$ cat src/rtl/ext_pipe.sv
// Immediate-extension unit for decode: computes zero/sign/upper/branch-offset extension
// and branch target, then holds results in a 2-entry valid/ready FIFO.
module ext_pipe #(
  parameter int DATA_W = 32,
  parameter int IMM_W  = 16
) (
  input  logic              clk,
  input  logic              rstn,
  input  logic              flush,
  input  logic              in_valid,
  output logic              in_ready,
  input  logic [IMM_W-1:0]  in_imm,
  input  logic [DATA_W-1:0] in_pc4,
  input  logic [2:0]        in_mode,
  output logic              out_valid,
  input  logic              out_ready,
  output logic [DATA_W-1:0] out_data,
  output logic [DATA_W-1:0] out_pc4,
  output logic              out_err
);

  localparam int EXT_W = DATA_W - IMM_W;

  function automatic logic signed [DATA_W-1:0] sext_imm(input logic [IMM_W-1:0] imm);
    logic signed [DATA_W-1:0] s;
    s = {{EXT_W{imm[IMM_W-1]}}, imm};
    return s;
  endfunction

  function automatic logic [DATA_W-1:0] ext_result(
    input logic [IMM_W-1:0]  imm,
    input logic [DATA_W-1:0] pc4,
    input logic [2:0]        mode
  );
    logic signed [DATA_W-1:0] s;
    logic signed [DATA_W-1:0] s_sh;
    logic [DATA_W-1:0]        r;
    s    = sext_imm(imm);
    s_sh = s <<< 2;
    case (mode)
      3'd0:    r = {{EXT_W{1'b0}}, imm};
      3'd1:    r = s;
      3'd2:    r = {imm, {EXT_W{1'b0}}};
      3'd3:    r = s_sh;
      3'd4:    r = pc4 + s_sh;
      default: r = '0;
    endcase
    return r;
  endfunction

  logic [DATA_W-1:0] ext_data_p0;
  logic              ext_err_p0;
  logic              push;
  logic              pop;

  logic [1:0]        count;
  logic              head;
  logic              tail;

  logic [DATA_W-1:0] data_mem [2];
  logic [DATA_W-1:0] pc_mem   [2];
  logic              err_mem  [2];

  // Stage p0: extension computed combinationally at push time
  always_comb begin
    ext_data_p0 = ext_result(in_imm, in_pc4, in_mode);
    ext_err_p0  = (in_mode > 3'd4);
  end

  assign in_ready  = (count != 2'd2);
  assign out_valid = (count != 2'd0);
  assign push      = in_valid & in_ready;
  assign pop       = out_valid & out_ready;

  always_ff @(posedge clk or negedge rstn) begin
    if (!rstn) begin
      count <= 2'd0;
      head  <= 1'b0;
      tail  <= 1'b0;
    end else if (flush) begin
      count <= 2'd0;
      head  <= 1'b0;
      tail  <= 1'b0;
    end else begin
      if (push) tail <= ~tail;
      if (pop)  head <= ~head;
      case ({push, pop})
        2'b10:   count <= count + 2'd1;
        2'b01:   count <= count - 2'd1;
        default: count <= count;
      endcase
    end
  end

  // Stage p1: storage, written only on an accepted push so contents hold under backpressure
  always_ff @(posedge clk) begin
    if (push && !flush) begin
      data_mem[tail] <= ext_data_p0;
      pc_mem[tail]   <= in_pc4;
      err_mem[tail]  <= ext_err_p0;
    end
  end

  assign out_data = out_valid ? data_mem[head] : '0;
  assign out_pc4  = out_valid ? pc_mem[head]   : '0;
  assign out_err  = out_valid ? err_mem[head]  : 1'b0;

endmodule

$ cat config.mk
export PLATFORM = sky130hd
export DESIGN_NAME = ext_pipe
export DESIGN_NICKNAME = d
export VERILOG_FILES = /design/src/rtl/ext_pipe.sv
export SDC_FILE = /design/constraint.sdc
export NUM_CORES = 1
export LEC_CHECK = 0
export CORE_UTILIZATION = 50
export DETAILED_ROUTE_END_ITERATION = 7
export PLACE_DENSITY = 0.83
export REMOVE_ABC_BUFFERS = 1
export SYNTH_ARGS = -nofsm -noshare
export SYNTH_HDL_FRONTEND = slang
export SYNTH_SLANG_ARGS = --single-unit
$ cat constraint.sdc
create_clock -name clk -period 16.8 [get_ports clk]
set_input_delay 3.36 -clock clk [delete_from_list [all_inputs] [get_ports clk]]
set_output_delay 3.36 -clock clk [all_outputs]
set_load 0.02 [all_outputs]
* Word level (Yosys, flattened, before mapping) *
Memory sizes are Yosys's and may differ from the RTL's.
Cells that the tools add are included.

word-level totals
  word-level logic and storage cells = 40
  bits in registers = 4
  memories = 3
  bits in writable memories = 130

memory list
  memory    depth  bits a word  read ports  clocked after Yosys merged registers in  wr ports  RTL line  source
  data_mem  2      32           1           0                                        1         60        logic [DATA_W-1:0] data_mem [2];
  pc_mem    2      32           1           0                                        1         61        logic [DATA_W-1:0] pc_mem [2];
  err_mem   2      1            1           0                                        1         62        logic err_mem [2];

operators by class
  muxes and demuxes = 12
  bitwise operators = 4
  $lt $le $gt $ge = 1
  reductions and logical operators = 7
  equal/unequal tests = 7
  $add $sub $neg = 3

operator list
  operator               count
  $pmux W32 S5           1
  $mux W32               2
  $add A32 B32 Y32       1
  $mux W1                7
  $eq A3 B2 Y1 const B   2
  $reduce_bool A2 Y1     3
  $pmux W2 S2            1
  $eq A3 B1 Y1 const B   1
  $eq A3 B3 Y1 const B   1
  $gt A3 B3 Y1 const B   1
  $logic_not A3 Y1       1
  $reduce_bool A3 Y1     1
  $add A2 B1 Y2 const B  1
  $and A1 B1 Y1          2
  $eq A2 B1 Y1 const B   1
  $eq A2 B2 Y1 const B   1
  $mux W2                1
  $ne A2 B2 Y1 const B   1
  $not A1 Y1             2
  $sub A2 B1 Y2 const B  1
  $logic_and A1 B1 Y1    1
  $logic_not A1 Y1       1

* Logic depth before layout (Yosys ltp) *
Gate-level depths: netlist of run 1.

  depth in word-level cells = 5
  depth in mapped cells = 11
  depth with buffers taken out = 11

* Least setup slack after synthesis of run 1 *
No wires, ideal clock.

  kind = input port to flip-flop
  from = in in_valid
  to = mem data_mem[1][0] (enable)
  setup slack = 7985 ps
  arrival = 8234 ps
  cell stages on the path = 2
  setup time = 581 ps
  path through = nand2_1 -> nor3b_1

between the ends
  cells in the longest elaborated chain, start to end = 4

ends and longest elaborated chain
  item                           RTL line  source
  from (decl)                    10        input logic in_valid,
  $and A1 B1 Y1                  72        assign push = in_valid & in_ready;
  $logic_and A1 B1 Y1            97        if (push && !flush) begin
  $mux W1                        97
  $mux W1 (implied by the code)  98        data_mem[tail] <= ext_data_p0;
  to (decl)                      60

No other way between the ends.

* Final worst setup path of run 1 *
  from = in in_imm[15]
  to = mem data_mem[0][31], data pin

between the ends
  cells in the longest elaborated chain, start to end = 2

ends and longest elaborated chain
  item                 RTL line  source
  from (decl)          12        input logic [IMM_W-1:0] in_imm,
  $add A32 B32 Y32     45        3'd4: r = pc4 + s_sh;
  $pmux W32 S5 (*)     40        case (mode)
  net ext_data_p0[31]  51        logic [DATA_W-1:0] ext_data_p0;

The timed path passes the listed nets; every way through them passes the cells marked *.

==> results.toml, run 1 <==
[cts]
htree_levels = 4
path_clk_slew_ps = 60
cts_buffer_depth = 2
cts_sinks = 134
ctsHoldBuffers = 0
cts_setup_buffers = 0
cts_buffers = 17
cts_resized = 0
clock_latency_ps = 430
cts-root-buf = "clkbuf_16"
cts_tree = "yes"

[synth]
ys_async_sr_fraction_pct = 2.99
yosysSeqAreaShare_pct = 56.1
synth_compound_area_share_pct = 13.3
synthTopCellsByCount = "130 x edfxtp_1, 86 x nor2_1, 65 x mux2i_1"
muxShareOfSynthArea_pct = 9.28
yosysTopAreaCellShare_pct = 54.7
synth_cell_types = 56
synth_area_leaders = "edfxtp_1 55%, mux2i_1 9.1%, ha_1 5.1%"
syn_area_per_cell_um2 = 11.7
syn_inst = 608
synth_most_common_cell = "edfxtp_1"
synth_xor_area_share_pct = 3.68
yosys.area.top_type = "edfxtp_1"
synth_enable_flop_cells = 130
synth-simple-area-share_pct = 10.2
synthAdderAreaFrac_pct = 5.37
ys_warn_count = 0
yosys_most_used_dff = "edfxtp_1"
ys_seq_elements = 134
synth_top_family_by_area = "compound AO/OA/AOI/OAI gates"
netlist_area_um2 = 7130

[route]
vias = 5294
viasPerCell = 5.78
drc = 0
ant_nets = 0
wirelength_um = 17500
drt-initial-drc-count = 351
drtPass1Iterations = 5
wire_per_inst_um = 19.1

[critical_path]
crit_top_cell = "nand2_1"
path_delay_family = "buffers and inverters"
path_cells = "clkdlybuf4s50_1 > ha_1 > nand2_1 > o21a_1 > o31ai_1 > nand2_1 > a21oi_1 > and3b_1 > xnor2_1 > o22ai_1"
critPathLaunchType = "primary input"
worstPathArrival_ps = 6310
cp_max_fo = 19
critPathSlowestCell = "clkdlybuf4s50_1"
cp_num_buf_inv = 1
crit_type = "in -> reg"
slowest_delay_ps = 870
crit_path_end_kind = "flop"
crit_required_ps = 16920

[die]
core-area_um2 = 13900
die_w_um = 121
rows = 43
die_y_um = 121
initial_core_util_pct = 51.4
dieArea_um2 = 14700
ios = 123

[sta]
fin_setup_tns_ps = 0
rsz0062_at_grt = "false"
slew_viol_final = 0
post-route-period-util_pct = 36.8
finalCriticalPeriod_ps = 6190
relSlewSlack_pct = 22.8
worst_slew_pin_slew_ps = 1160
fin_skew_ps = 9.52
fin_ws_ps = 10610
fmax_mhz = 162
setup_violations = 0
hold_violations = 0

[grt]
grt_pass1_wl_um = 27000
first_global_vias = 5118
antenna_found_initial = 0
track_usage_pct = 24.7
gr-total-overflow = 0
grt_max_degree = 67

[place]
portBuffers = 122
dp_hpwl_um = 12100
place_worst_setup_slack_ps = 10230
routabilityCongestion = 0.955

[finish]
fillCellCount = 1028
nets = 809
synthToLayoutAreaGrowth_pct = 28.5
drive_gt1_share_pct = 7.34
antennaDiodeCount = 0
final_util_pct = 66.0

[pwr]
vdd_ir_drop_max_uv = 75.7
power_leakage_nw = 3.21
power_density_nw_per_um2 = 106
total_power_mw = 0.970

[outcome]
status = "complete, no violations"

[flow_run]
drv_cap = 0

[worst_hold_path]
worstHoldPathType = "reg -> reg"
-- routing by layer --
layer	part of all wire (%)	up-vias	track usage [%]	wire, um
met2	47	182	39.4	8290
met1	45	2563	32.8	7910
li1	-	2524	-	-
met3	5.2	25	5.45	909
met5	0	-	0	0
met4	2.1	0	9.57	365
-- path summary, 6_finish.rpt --
kind	cells past startpoint	slack [ps]	endpoint	from
max in group asynchronous	1	13470	head	rstn
min reg2reg	2	600	tail	tail
min in group asynchronous	1	3140	tail	rstn
min	2	600	tail	tail
max	10	10610	data_mem[0][31]	in_imm[15]
max reg2reg	4	14620	data_mem[1][26]	count[0]
-- final cells by class --
type,instances,area (um2),area share [%]
well taps,180,225,2.46
clock buffers,24,502,5.48
multi-input cells,436,3000,32.8
clock inverters,8,145,1.58
inverters,8,30.0,0.328
repair buffers,126,1250,13.7
flip-flops and latches,134,4010,43.7
-- per-stage QoR --
| stage | cell area, um2 | hold WS [ps] | cells |
|---|---|---|---|
| 4_1_cts | 9160 | 607 | 916 |
| 5_1_grt | 9160 | 657 | 916 |
| 6_report | 9160 | 599 | 916 |
| 3_3_place_gp | 8520 | 550 | 884 |
| 2_1_floorplan | 7010 | 519 | 578 |
| 3_5_place_dp | 8520 | 597 | 884 |
-- worst reg2reg max path: stages (launching register included) --
cell	delay, ps
dfrtp_1	470
nand2b_1	200
nand2_1	140
nor3b_2	210
buf_4	700
-- placed cells by master, fill, tap and decap left out, types with 3 or more instances in the layout --
master           instances
bufinv_16                4
dfrtp_1                  3
inv_1                    8
ha_1                    29
o21a_1                   5
a21o_1                  13
and3_1                   3
a22oi_1                  9
o21ai_0                 28
edfxtp_1               130
nor2_1                  85
mux2i_1                 65
buf_4                    4
nand2b_1                 5
o21ai_1                  6
o21ai_2                  3
clkbuf_16               17
a21oi_1                 45
xor2_1                  14
clkbuf_8                 5
nor2b_1                  3
nand4_1                  6
o22ai_1                  6
nand3_1                  6
xnor2_1                 16
clkdlybuf4s50_1        122
nand2_1                 35
a31oi_1                 13
-- power breakdown --
group          switching (mW)  internal (mW)
logic                   0.102         0.0751
clock network           0.135          0.267
registers             0.00398          0.386
total                   0.242          0.728
-- kinds of logic (layout without fill, tap and decap cells) --
kind of cell | count (synthesis) | count (layout)
mux | 66 | 66
simple gates | 163 | 163
flops | 134 | 134
compound gates | 147 | 147
fa+ha+maj | 30 | 30
buf+inv | 38 | 166
xor+xnor | 30 | 30
-- flip-flops by register name, indices dropped and copies added, names as in the netlist --
signal    cells
err_mem       2
head          1
data_mem     64
tail          1
count         2
pc_mem       64
Power figures use the tool's default switching activity.
==> run 2, diff against run 1 <==
clock period = 5.8 ns   (was 16.8 ns; I/O delays follow)
==> run 2 against run 1 <==
Against the previous run: die area stayed put; cell area is 1.1% lower; total power grew to 2.7 times the previous value; critical path depth stayed put; largest power group is now sequential cells; clock-buffer cell count is 3 lower; clock power is 150% higher; core utilization is 0.71 points lower; via count is 0.85% lower; critical endpoint is now data_mem[1][31]; highest routed layer unchanged; register-to-register slack worse by 11000 ps.
==> results.toml, run 2 (same netlist as run 1, synthesis figures left out) <==
[outcome]
status = "complete, no violations"

[pwr]
power_leakage_nw = 3.16
power_density_nw_per_um2 = 292
total_power_mw = 2.64
vdd_ir_drop_max_uv = 193

[cts]
htree_levels = 4
ctsHoldBuffers = 0
cts-root-buf = "clkbuf_16"
cts_setup_buffers = 0
cts_sinks = 134
cts_buffers = 17
clock_latency_ps = 420
path_clk_slew_ps = 50
cts_resized = 0
cts_buffer_depth = 2
cts_tree = "yes"

[finish]
largestRegisters = "data_mem: 64 flops, pc_mem: 64 flops"
drive_gt1_share_pct = 6.80
nets = 809
final_cell_mix = "130 x edfxtp_1, 122 x clkdlybuf4s50_1, 85 x nor2_1"
synthToLayoutAreaGrowth_pct = 27.1
final_cell_count_no_fill = 915
antennaDiodeCount = 0
final_common_cell = "edfxtp_1"

[sta]
rsz0062_at_grt = "false"
post-route-period-util_pct = 68.1
relSlewSlack_pct = 39.0
hold_violations = 0
whs_ps = 624
worst_slew_pin_slew_ps = 915
slew_viol_final = 0
fin_setup_tns_ps = 0
setup_violations = 0
fmax_mhz = 253
fin_skew_ps = 4.68
finalCriticalPeriod_ps = 3950

[critical_path]
crit_required_ps = 5900
worstReg2RegEnd = "data_mem[1][25]"
path_cells = "clkdlybuf4s50_1 > ha_1 > nand2_1 > o21a_1 > o31ai_1 > nand2_1 > a21oi_1 > and3b_1 > xnor2_1 > o22ai_1"
critPathSlowestCell = "clkdlybuf4s50_1"
critPathLaunchType = "primary input"
crit_top_cell = "nand2_1"
cp_num_buf_inv = 1
path_delay_family = "buffers and inverters"
worstPathArrival_ps = 4060
crit_path_end_kind = "flop"
reg2reg_slack_ps = 3680
slowest_delay_ps = 860
r2r_cells = 4
cp_max_fo = 19
timing.rr.start = "count[0]"
crit_type = "in -> reg"

[route]
wirelength_um = 17200
drc = 0
viasPerCell = 5.74
ant_nets = 0
drt-initial-drc-count = 349
wire_per_inst_um = 18.8
drtPass1Iterations = 5
vias = 5249

[grt]
gr-total-overflow = 0
antenna_found_initial = 0
grt_pass1_wl_um = 27200
track_usage_pct = 24.6
first_global_vias = 5179
grt_max_degree = 66

[flow_run]
drv_cap = 0

[die]
ios = 123
die_y_um = 121
rows = 43
initial_core_util_pct = 51.4
core-area_um2 = 13900
dieArea_um2 = 14700
die_w_um = 121

[place]
dp_hpwl_um = 12200
portBuffers = 122
place_inst = 884
routabilityCongestion = 0.948

[worst_hold_path]
holdPathEnd = "tail"
hp-start = "tail"
worstHoldPathType = "reg -> reg"
hold_path_depth = 2
run 2: cell types whose count changed in the layout (fill, tap and decap cells not counted), sizes merged:
| cell | delta |
|---|---|
| clkbuf | -3 |
| clkinv | +4 |
| bufinv | -2 |
run 2: report_power, final:
group | internal [mW] | total, mW | switching [mW]
sequential | 1.12 | 1.14 | 0.0242
clock | 0.624 | 1.00 | 0.376
combinational | 0.217 | 0.500 | 0.284
run 2: worst register-to-register path, stage by stage, from the launching register on:
cell and delay (ps):
dfrtp_1 460, nand2b_1 180, nand2_1 130, nor3b_2 190, buf_4 700
run 2: how the worst max path moves through the flow:
stage	depth (start not counted)	slack (ps)	start	end
floorplan	2	-820	in_valid	data_mem[1][0]
global placement	7	1480	in_imm[15]	data_mem[0][23]
detailed placement	10	1430	in_imm[15]	data_mem[0][31]
CTS	4	1850	head	out_pc4[2]
global route	10	1630	in_imm[15]	data_mem[1][31]
finish	10	1850	in_imm[15]	data_mem[1][31]
run 2: stage by stage:
step | setup WS [ps] | utilization (%) | area, um2
after floorplan | -815 | - | 7010
after global placement | 1480 | 61.3 | 8520
after detailed placement | 1430 | 61.3 | 8520
after CTS | 1850 | 65.3 | 9060
after global routing | 1630 | 65.3 | 9060
final | 1850 | 65.3 | 9060
run 2: area by class of cell:
type | count | area, um2
Tap cell | 180 | 225
Sequential cell | 134 | 4010
Fill cell | 1102 | 4820
Multi-Input combinational cell | 436 | 3000
Clock inverter | 10 | 108
Inverter | 8 | 30.0
Clock buffer | 21 | 440
Timing Repair Buffer | 126 | 1250
run 2: per-layer routing:
layer	GRT usage (%)	up-vias	part of all wire, %
li1	-	2528	-
met1	32.7	2506	45
met2	40.2	192	48
met3	4.28	23	5.4
met4	9.03	0	1.6
met5	0	-	0
==> run 3, diff against run 2 <==
clock period = 3.97 ns   (was 5.8 ns; I/O delays follow)
==> run 3 against run 2 <==
Against the previous run: global-route usage increased by 0.12 points; via count rose by 1.7%; critical path depth rose by 2; clock power up 39%; total power grew 44%; cell area increased by 0.92%; critical path type unchanged; critical endpoint is now data_mem[1][24].
==> results.toml, run 3 (same netlist as run 1, synthesis figures left out) <==
[outcome]
status = "complete, no violations"

[grt]
gr-total-overflow = 0
grt_max_degree = 66
antenna_found_initial = 0
track_usage_pct = 24.7
grt_pass1_wl_um = 27300
first_global_vias = 5202

[cts]
ctsHoldBuffers = 0
path_clk_slew_ps = 60
htree_levels = 4
cts_resized = 0
cts_setup_buffers = 0
clock_latency_ps = 420
cts_tree = "yes"
cts_buffer_depth = 2
cts_buffers = 17
cts-root-buf = "clkbuf_16"
cts_sinks = 134

[die]
core-area_um2 = 13900
dieArea_um2 = 14700
initial_core_util_pct = 51.4
rows = 43
ios = 123
die_y_um = 121
die_w_um = 121

[finish]
synthToLayoutAreaGrowth_pct = 28.2
final_common_cell = "edfxtp_1"
largestRegisters = "data_mem: 64 flops, pc_mem: 64 flops"
antennaDiodeCount = 0
final_cell_mix = "130 x edfxtp_1, 122 x clkdlybuf4s50_1, 85 x nor2_1"
nets = 821
drive_gt1_share_pct = 7.90
final_util_pct = 65.9
final_cell_count_no_fill = 927

[critical_path]
cp_num_buf_inv = 2
worstPathArrival_ps = 3630
crit_path_end_kind = "flop"
r2r_cells = 4
critPathSlowestCell = "clkdlybuf4s50_1"
path_delay_family = "compound AO/OA/AOI/OAI gates"
slowest_delay_ps = 570
path_cells = "clkdlybuf4s50_1 > ha_1 > inv_1 > fa_1 > and2b_1 > o2111ai_2 > a2111oi_2 > nor2_2 > o21ai_2 > a41oi_1 > xnor2_1 > o21ai_1"
reg2reg_slack_ps = 1890
worstReg2RegEnd = "data_mem[0][10]"
cp_max_fo = 4
crit_type = "in -> reg"
timing.rr.start = "count[0]"
critPathLaunchType = "primary input"
startpoint = "in_imm[0]"
crit_required_ps = 4120

[route]
top_layer_used = "met4"
wire_per_inst_um = 18.8
wl_met1_um = 7700
drt-initial-drc-count = 398
drtPass1Iterations = 5
ant_nets = 0
wirelength_um = 17400
met3WireLength_um = 921
drc = 0
viasPerCell = 5.76
met2RoutedLength_um = 8440
vias = 5340

[pwr]
total_power_mw = 3.80
power_density_nw_per_um2 = 416
power_leakage_nw = 3.21
vdd_ir_drop_max_uv = 260

[sta]
relSlewSlack_pct = 38.5
hold_violations = 0
setup_violations = 0
fin_skew_ps = 4.20
worst_slew_pin_slew_ps = 922
finalCriticalPeriod_ps = 3470
fmax_mhz = 288
whs_ps = 577
post-route-period-util_pct = 87.5
slew_viol_final = 0
rsz0062_at_grt = "false"

[worst_hold_path]
worstHoldPathType = "in -> async"

[place]
portBuffers = 122
routabilityCongestion = 0.855
place_inst = 896
dp_hpwl_um = 12600

[flow_run]
drv_cap = 0
==> run 3: worst max-delay path by stage <==
stage	slack, ps	cells past startpoint	endpoint
floorplan	-2280	2	data_mem[1][0]
global placement	200	12	data_mem[1][24]
detailed placement	70	12	data_mem[1][24]
CTS	500	12	data_mem[1][24]
global route	380	12	data_mem[1][24]
finish	500	12	data_mem[1][24]
==> run 3: through the flow <==
| step | TNS (ps) | area (um2) | worst slack (ps) |
|---|---|---|---|
| final | 0 | 9150 | 498 |
| after global routing | 0 | 9150 | 378 |
| after CTS | 0 | 9150 | 497 |
| after global placement | 0 | 8630 | 196 |
| after detailed placement | 0 | 8630 | 69.5 |
| after floorplan | -273310 | 7010 | -2280 |
==> run 3: power by group <==
part	total, mW	switching (mW)	internal [mW]
combinational	0.758	0.429	0.329
clock	1.39	0.545	0.841
sequential	1.66	0.0258	1.63
total	3.80	0.999	2.80
==> run 3: worst reg2reg max path: stages (launching register included) <==
cell and delay [ps]:
dfrtp_1 460, nand2b_1 200, nand2_1 140, nor3_2 120, buf_4 730
==> run 3: area by class of cell <==
cell class                 count  area (um2)
clock inverter                12        88.8
multi-input combinational    436        3000
clock buffer                  19         433
fill                        1088        4730
inverter                       8        30.0
sequential                   134        4010
tap                          180         225
timing repair buffer         138        1370
==> run 3: layer usage <==
layer	vias up	global-route usage, %
li1	2541	-
met1	2576	31.8
met2	188	40.5
met3	35	5.40
met4	0	9.49
met5	-	0
